### config.mk
export PLATFORM = sky130hd
export DESIGN_NAME = pipeline_ctrl_unit_flat
export DESIGN_NICKNAME = d
export VERILOG_FILES = /design/src/rtl/cpu_types_pkg.sv /design/src/rtl/pipeline_ctrl_unit_if.sv /design/src/rtl/pipeline_ctrl_unit_hazard_detect.sv /design/src/rtl/pipeline_ctrl_unit.sv /design/src/flat_wrapper.sv
export SDC_FILE = /design/constraint.sdc
export NUM_CORES = 1
export LEC_CHECK = 0
export ABC_AREA = 0
export BUFFER_PORTS_ARGS = -buffer_cell sky130_fd_sc_hd__buf_2
export CAP_MARGIN = 20
export CORE_AREA = 2 2 39 41
export CTS_BUF_LIST = sky130_fd_sc_hd__clkbuf_8
export CTS_CLUSTER_DIAMETER = 80
export DETAILED_ROUTE_END_ITERATION = 7
export DIE_AREA = 0 0 41 43
export PLACE_DENSITY_LB_ADDON = 0.08
export SETUP_SLACK_MARGIN = 0.05
export SLEW_MARGIN = 25
export SYNTH_ARGS = -nofsm -noshare
export SYNTH_HDL_FRONTEND = slang
export SYNTH_SLANG_ARGS = --single-unit
export TNS_END_PERCENT = 10
### constraint.sdc
create_clock -name CLK -period 1.4 [get_ports CLK]
set_input_delay 0 -clock CLK [delete_from_list [all_inputs] [get_ports CLK]]
set_output_delay 0 -clock CLK [all_outputs]
set_load 0.005 [all_outputs]
### src/rtl/cpu_types_pkg.sv
// Shared CPU types: pipeline control state and register-index width.
package cpu_types_pkg;

  typedef enum logic [1:0] {
    RUN    = 2'd0,
    WAIT   = 2'd1,
    HALTED = 2'd2
  } pipe_state_t;

  typedef logic [4:0] regbits_t;

endpackage : cpu_types_pkg

### src/rtl/pipeline_ctrl_unit_if.sv
// Hazard inputs and per-register pipeline_ctrl outputs of pipeline_ctrl_unit.
// The datapath side uses the master modport; the control unit uses slave.
interface pipeline_ctrl_unit_if;
  import cpu_types_pkg::*;

  logic     ihit;
  logic     dhit;
  logic     dREN_MEM;
  logic     dWEN_MEM;
  regbits_t rs1_ID;
  regbits_t rs2_ID;
  regbits_t wsel_EX;
  logic     MemtoReg_EX;
  logic     RegWr_EX;
  logic     branch_taken_EX;
  logic     halt_MEM;

  logic     pc_en;
  logic     en_IFID;
  logic     en_IDEX;
  logic     en_EXMEM;
  logic     en_MEMWB;
  logic     flush_IFID;
  logic     flush_IDEX;
  logic     halt;

  modport master (
    output ihit, dhit, dREN_MEM, dWEN_MEM, rs1_ID, rs2_ID, wsel_EX,
           MemtoReg_EX, RegWr_EX, branch_taken_EX, halt_MEM,
    input  pc_en, en_IFID, en_IDEX, en_EXMEM, en_MEMWB,
           flush_IFID, flush_IDEX, halt
  );

  modport slave (
    input  ihit, dhit, dREN_MEM, dWEN_MEM, rs1_ID, rs2_ID, wsel_EX,
           MemtoReg_EX, RegWr_EX, branch_taken_EX, halt_MEM,
    output pc_en, en_IFID, en_IDEX, en_EXMEM, en_MEMWB,
           flush_IFID, flush_IDEX, halt
  );

endinterface : pipeline_ctrl_unit_if

### src/rtl/pipeline_ctrl_unit_hazard_detect.sv
// Load-use hazard compare: a load in EX whose destination is a source of
// the instruction in ID. Register 0 never creates a hazard.
module hazard_detect
  import cpu_types_pkg::*;
(
  input  regbits_t rs1_ID,
  input  regbits_t rs2_ID,
  input  regbits_t wsel_EX,
  input  logic     MemtoReg_EX,
  input  logic     RegWr_EX,
  output logic     loaduse
);

  assign loaduse = MemtoReg_EX && RegWr_EX && (wsel_EX != '0) &&
                   ((wsel_EX == rs1_ID) || (wsel_EX == rs2_ID));

endmodule : hazard_detect

### src/rtl/pipeline_ctrl_unit.sv
// Pipeline control: freezes the pipe until fetch and data accesses are both
// done, inserts load-use bubbles, flushes on taken branches and halts.
// Optional macro PIPE_PERF_CNT_EN adds stall_cnt/flush_cnt counter ports.
module pipeline_ctrl_unit
  import cpu_types_pkg::*;
#(
  parameter int CNT_W = 32
) (
  input  logic                CLK,
  input  logic                nRST,
`ifdef PIPE_PERF_CNT_EN
  output logic [CNT_W-1:0]    stall_cnt,
  output logic [CNT_W-1:0]    flush_cnt,
`endif
  pipeline_ctrl_unit_if.slave pif
);

  // Reject a counter width that cannot hold any count.
  if (CNT_W < 1) begin : g_bad_cnt_w
    $error("pipeline_ctrl_unit: CNT_W must be at least 1");
  end

  pipe_state_t state, state_nxt;
  logic        ifetch_seen, dmem_seen;
  logic        dreq, fetch_ok, data_ok, advance, loaduse;

  // A hit that lands while the pipe is frozen is remembered in the sticky
  // flags, so the access is not repeated before the pipe advances.
  assign dreq     = pif.dREN_MEM | pif.dWEN_MEM;
  assign fetch_ok = pif.ihit | ifetch_seen;
  assign data_ok  = !dreq | pif.dhit | dmem_seen;
  assign advance  = fetch_ok && data_ok && (state != HALTED);

  hazard_detect u_hazard_detect (
    .rs1_ID      (pif.rs1_ID),
    .rs2_ID      (pif.rs2_ID),
    .wsel_EX     (pif.wsel_EX),
    .MemtoReg_EX (pif.MemtoReg_EX),
    .RegWr_EX    (pif.RegWr_EX),
    .loaduse     (loaduse)
  );

  // State register.
  // NOTE: clocked state uses non-blocking assignments so every flop samples
  // pre-edge values regardless of block ordering.
  always_ff @(posedge CLK or negedge nRST) begin
    if (!nRST) state <= RUN;
    else       state <= state_nxt;
  end

  // Sticky hit flags: set while frozen, cleared on the advancing cycle.
  always_ff @(posedge CLK or negedge nRST) begin
    if (!nRST) begin
      ifetch_seen <= 1'b0;
      dmem_seen   <= 1'b0;
    end else if (advance) begin
      ifetch_seen <= 1'b0;
      dmem_seen   <= 1'b0;
    end else if (state != HALTED) begin
      ifetch_seen <= ifetch_seen | pif.ihit;
      dmem_seen   <= dmem_seen | pif.dhit;
    end
  end

  // Next state and register enables/flushes; a frozen pipe drives all zeros.
  // NOTE: every output gets a default first so no path infers a latch.
  always_comb begin
    state_nxt      = state;
    pif.pc_en      = 1'b0;
    pif.en_IFID    = 1'b0;
    pif.en_IDEX    = 1'b0;
    pif.en_EXMEM   = 1'b0;
    pif.en_MEMWB   = 1'b0;
    pif.flush_IFID = 1'b0;
    pif.flush_IDEX = 1'b0;
    pif.halt       = 1'b0;
    case (state)
      HALTED: pif.halt = 1'b1;
      default: begin
        if (advance) begin
          // Halt wins the transition only; enables below still apply.
          state_nxt    = pif.halt_MEM ? HALTED : RUN;
          pif.en_IDEX  = 1'b1;
          pif.en_EXMEM = 1'b1;
          pif.en_MEMWB = 1'b1;
          if (pif.branch_taken_EX) begin
            pif.pc_en      = 1'b1;
            pif.en_IFID    = 1'b1;
            pif.flush_IFID = 1'b1;
            pif.flush_IDEX = 1'b1;
          end else if (loaduse) begin
            // Hold PC and IF/ID, inject a bubble into ID/EX.
            pif.flush_IDEX = 1'b1;
          end else begin
            pif.pc_en   = 1'b1;
            pif.en_IFID = 1'b1;
          end
        end else begin
          state_nxt = WAIT;
        end
      end
    endcase
  end

`ifdef PIPE_PERF_CNT_EN
  logic stall_inc, flush_inc;

  assign stall_inc = (state != HALTED) &&
                     (!advance || (loaduse && !pif.branch_taken_EX));
  assign flush_inc = advance && pif.branch_taken_EX;

  // Wrapping performance counters for stalled and flushed cycles.
  always_ff @(posedge CLK or negedge nRST) begin
    if (!nRST) begin
      stall_cnt <= '0;
      flush_cnt <= '0;
    end else begin
      if (stall_inc) stall_cnt <= stall_cnt + 1'b1;
      if (flush_inc) flush_cnt <= flush_cnt + 1'b1;
    end
  end
`endif

endmodule : pipeline_ctrl_unit
### src/flat_wrapper.sv
// flat-port wrapper written by rule: the top's interface ports become plain ports
module pipeline_ctrl_unit_flat import cpu_types_pkg::*;
#(
  parameter int CNT_W = 32
)
  (CLK, nRST, pif_ihit, pif_dhit, pif_dREN_MEM, pif_dWEN_MEM, pif_rs1_ID, pif_rs2_ID, pif_wsel_EX, pif_MemtoReg_EX, pif_RegWr_EX, pif_branch_taken_EX, pif_halt_MEM, pif_pc_en, pif_en_IFID, pif_en_IDEX, pif_en_EXMEM, pif_en_MEMWB, pif_flush_IFID, pif_flush_IDEX, pif_halt);
  pipeline_ctrl_unit_if pif_i ();
  input  logic CLK;
  input  logic nRST;
  input wire logic [$bits(pif_i.ihit)-1:0] pif_ihit;
  input wire logic [$bits(pif_i.dhit)-1:0] pif_dhit;
  input wire logic [$bits(pif_i.dREN_MEM)-1:0] pif_dREN_MEM;
  input wire logic [$bits(pif_i.dWEN_MEM)-1:0] pif_dWEN_MEM;
  input wire logic [$bits(pif_i.rs1_ID)-1:0] pif_rs1_ID;
  input wire logic [$bits(pif_i.rs2_ID)-1:0] pif_rs2_ID;
  input wire logic [$bits(pif_i.wsel_EX)-1:0] pif_wsel_EX;
  input wire logic [$bits(pif_i.MemtoReg_EX)-1:0] pif_MemtoReg_EX;
  input wire logic [$bits(pif_i.RegWr_EX)-1:0] pif_RegWr_EX;
  input wire logic [$bits(pif_i.branch_taken_EX)-1:0] pif_branch_taken_EX;
  input wire logic [$bits(pif_i.halt_MEM)-1:0] pif_halt_MEM;
  output wire logic [$bits(pif_i.pc_en)-1:0] pif_pc_en;
  output wire logic [$bits(pif_i.en_IFID)-1:0] pif_en_IFID;
  output wire logic [$bits(pif_i.en_IDEX)-1:0] pif_en_IDEX;
  output wire logic [$bits(pif_i.en_EXMEM)-1:0] pif_en_EXMEM;
  output wire logic [$bits(pif_i.en_MEMWB)-1:0] pif_en_MEMWB;
  output wire logic [$bits(pif_i.flush_IFID)-1:0] pif_flush_IFID;
  output wire logic [$bits(pif_i.flush_IDEX)-1:0] pif_flush_IDEX;
  output wire logic [$bits(pif_i.halt)-1:0] pif_halt;
  assign pif_i.ihit = pif_ihit;
  assign pif_i.dhit = pif_dhit;
  assign pif_i.dREN_MEM = pif_dREN_MEM;
  assign pif_i.dWEN_MEM = pif_dWEN_MEM;
  assign pif_i.rs1_ID = pif_rs1_ID;
  assign pif_i.rs2_ID = pif_rs2_ID;
  assign pif_i.wsel_EX = pif_wsel_EX;
  assign pif_i.MemtoReg_EX = pif_MemtoReg_EX;
  assign pif_i.RegWr_EX = pif_RegWr_EX;
  assign pif_i.branch_taken_EX = pif_branch_taken_EX;
  assign pif_i.halt_MEM = pif_halt_MEM;
  assign pif_pc_en = pif_i.pc_en;
  assign pif_en_IFID = pif_i.en_IFID;
  assign pif_en_IDEX = pif_i.en_IDEX;
  assign pif_en_EXMEM = pif_i.en_EXMEM;
  assign pif_en_MEMWB = pif_i.en_MEMWB;
  assign pif_flush_IFID = pif_i.flush_IFID;
  assign pif_flush_IDEX = pif_i.flush_IDEX;
  assign pif_halt = pif_i.halt;
  pipeline_ctrl_unit #(.CNT_W(CNT_W)) u_core (.CLK(CLK), .nRST(nRST), .pif(pif_i));
endmodule
==> reports/metrics.csv <==
metric,value,unit
grt_setup_unrepaired,true,
layout-drive-gt1-share,51.90,%
tritoncts,built,
syn_area,350.3,µm²
power.leakage,0.3265,nW
hold_depth,3,
grt_overflow,0,
n_fill_cell,148,
cts.path.max_buffers,2,
core.rowCount,14,
grt_pass1_wl,1283,µm
placedInstanceArea,523.0,µm²
synth_seq_area_share,28.57,%
fin_ws,0.06568,ns
slew_viol_final,0,
finClkSkew,0.0004695,ns
grtUsageTotal,11.17,%
grt_max_degree,8,
via_per_inst,4.295,
num_vias,408,
diodes,0,
min_path_type,primary input to flip-flop,
max_slew.worst_pin.slew,0.2358,ns
clock-sinks,4,
dr.pass1.iters,4,
multi_input_area,235.2,µm²
wirelength,856,µm
first_iter_violations,2,
fin_crit,1.334,ns
tns,0,ns
dpl_worst_slack,0.1672,ns
rr_worst_depth,4,
drv_cap,0,
synthesis.nets,67,
final_cell_mix,"buf_2 (32), xor2_1 (10), nor2_1 (6)",
netlist_instances,42,
postRouteAntennaNets,0,
ioPinCount,33,
synth-seq-cells,4,
max_freq,749.4,MHz
core_area,1384,µm²
setup.worst_path.start_class,flip-flop,
regArea,100.1,µm²
clkTransAtPathRegs,0.03,ns
dieHeight,43,µm
postLayoutCellArea,606.8,µm²
timing_worst_setup_path_type,flip-flop to primary output,
finalWeightedCongestion,0.6455,
nNetsFinal,106,
syn_to_final_growth,73.21,%
drc,0,
hpwl,766.4,µm
max-slew-margin-rel,84.28,%
ys_types,18,
cts_buffers,3,
status,finished clean,
arrival,1.33,ns
die-width,41,µm
powerDensity,1540,nW/µm²
avgSynthCellArea,8.341,µm²
setup_violations,0,
ys_warn_count,0,
antenna_found_initial,0,
worstPathRequired,1.40,ns
htree_levels,1,
worst_ir_drop_vdd,0.0006507,V
clockRootBuffer,clkbuf_8,
hold_viol_final,0,
end_kind,primary output,
io_buffers,32,
die_area,1763,µm²
insertion_delay,0.21,ns
initial_utilization,25.32,%
fin_util,43.85,%
final_common_cell,buf_2,
cp_max_fo,2,
period_share,95.31,%
grt_pass1_vias,334,
wire_per_inst,9.011,µm
[cell type report]
type / count / share of cell area (%)
Multi-Input combinational cell: 33 / 38.76
Timing Repair Buffer: 37 / 33.40
Sequential cell: 4 / 16.49
Clock buffer: 3 / 6.804
Tap cell: 16 / 3.299
Inverter: 2 / 1.237
[power by group]
part	internal (mW)	leakage, nW	switching, mW	total [mW]
Clock	0.182	0.0216	0.0505	0.233
Combinational	0.285	0.256	0.222	0.506
Sequential	0.175	0.0486	0.0205	0.195
[worst max-delay path, cell delays in order, from the launching register on]
cell and delay, ns:
dfrtp_1 0.36, or2_4 0.23, o311a_4 0.13, and2_4 0.14, o21bai_1 0.14, buf_2 0.13
[what timing repair did]
| action | in CTS | in global routing |
|---|---|---|
| pin swaps | 3 | 0 |
| buffers inserted | 1 | 0 |
| resized for setup | 3 | 0 |
| setup endpoints to repair | 3 | 3 |
| hold buffers | 2 | 0 |
| endpoints found under the hold margin | 5 | 0 |
[final timing paths]
check,slack [ns],startpoint,to
worst max-delay path,0.07,u_core.ifetch_seen,pif_flush_IDEX
worst max register to register,0.35,u_core.ifetch_seen,u_core.ifetch_seen
min in group asynchronous,0.13,nRST,u_core.state[1]
worst min-delay path,0.06,pif_ihit,u_core.ifetch_seen
max in group asynchronous,1.15,nRST,u_core.ifetch_seen
worst min register to register,0.50,u_core.ifetch_seen,u_core.ifetch_seen
[cells by family after synthesis]
group	count (synthesis)	share of synthesized area (%)
AO/OA/AOI/OAI	8	18.22
buffers and inverters	5	8.569
AND/OR/NAND/NOR	15	19.65
flip-flops	4	28.57
XOR/XNOR	10	25.00
[flip-flops by register name, indices dropped and copies added, names as in the netlist]
register            count
u_core.state            2
u_core.dmem_seen        1
u_core.ifetch_seen      1
[synth_stat cells, drive strengths merged]
library cell / n / share of area [%]
xor2: 10 / 25
nor2: 6 / 6.4
dfrtp: 4 / 29
buf: 3 / 6.4
nand2: 3 / 3.2
a21oi: 2 / 2.9
nor3: 2 / 2.9
o311a: 2 / 6.1
o31a: 2 / 5.0
a22oi: 1 / 2.1
and2: 1 / 1.8
clkinv: 1 / 1.1
inv: 1 / 1.1
nand2b: 1 / 1.8
o21bai: 1 / 2.1
or2: 1 / 1.8
or3: 1 / 1.8
[per-layer routing]
metal	track usage [%]	vias up	share of wire [%]
li1	-	213	-
met5	0	-	0
met1	13.59	168	40
met4	8.000	0	0
met3	4.712	0	16
met2	15.00	27	44
[through the flow]
stage                     std cells  power, mW  hold slack [ns]
final                            95     0.9345          0.05728
after global routing             95      1.021           0.1060
after CTS                        95     0.9523          0.05925
after detailed placement         89     0.6510          -0.1881
after global placement           89     0.6514          -0.1862
after floorplan                  42     0.4793          -0.2956
Note: power is estimated with default switching activity, not from simulation.
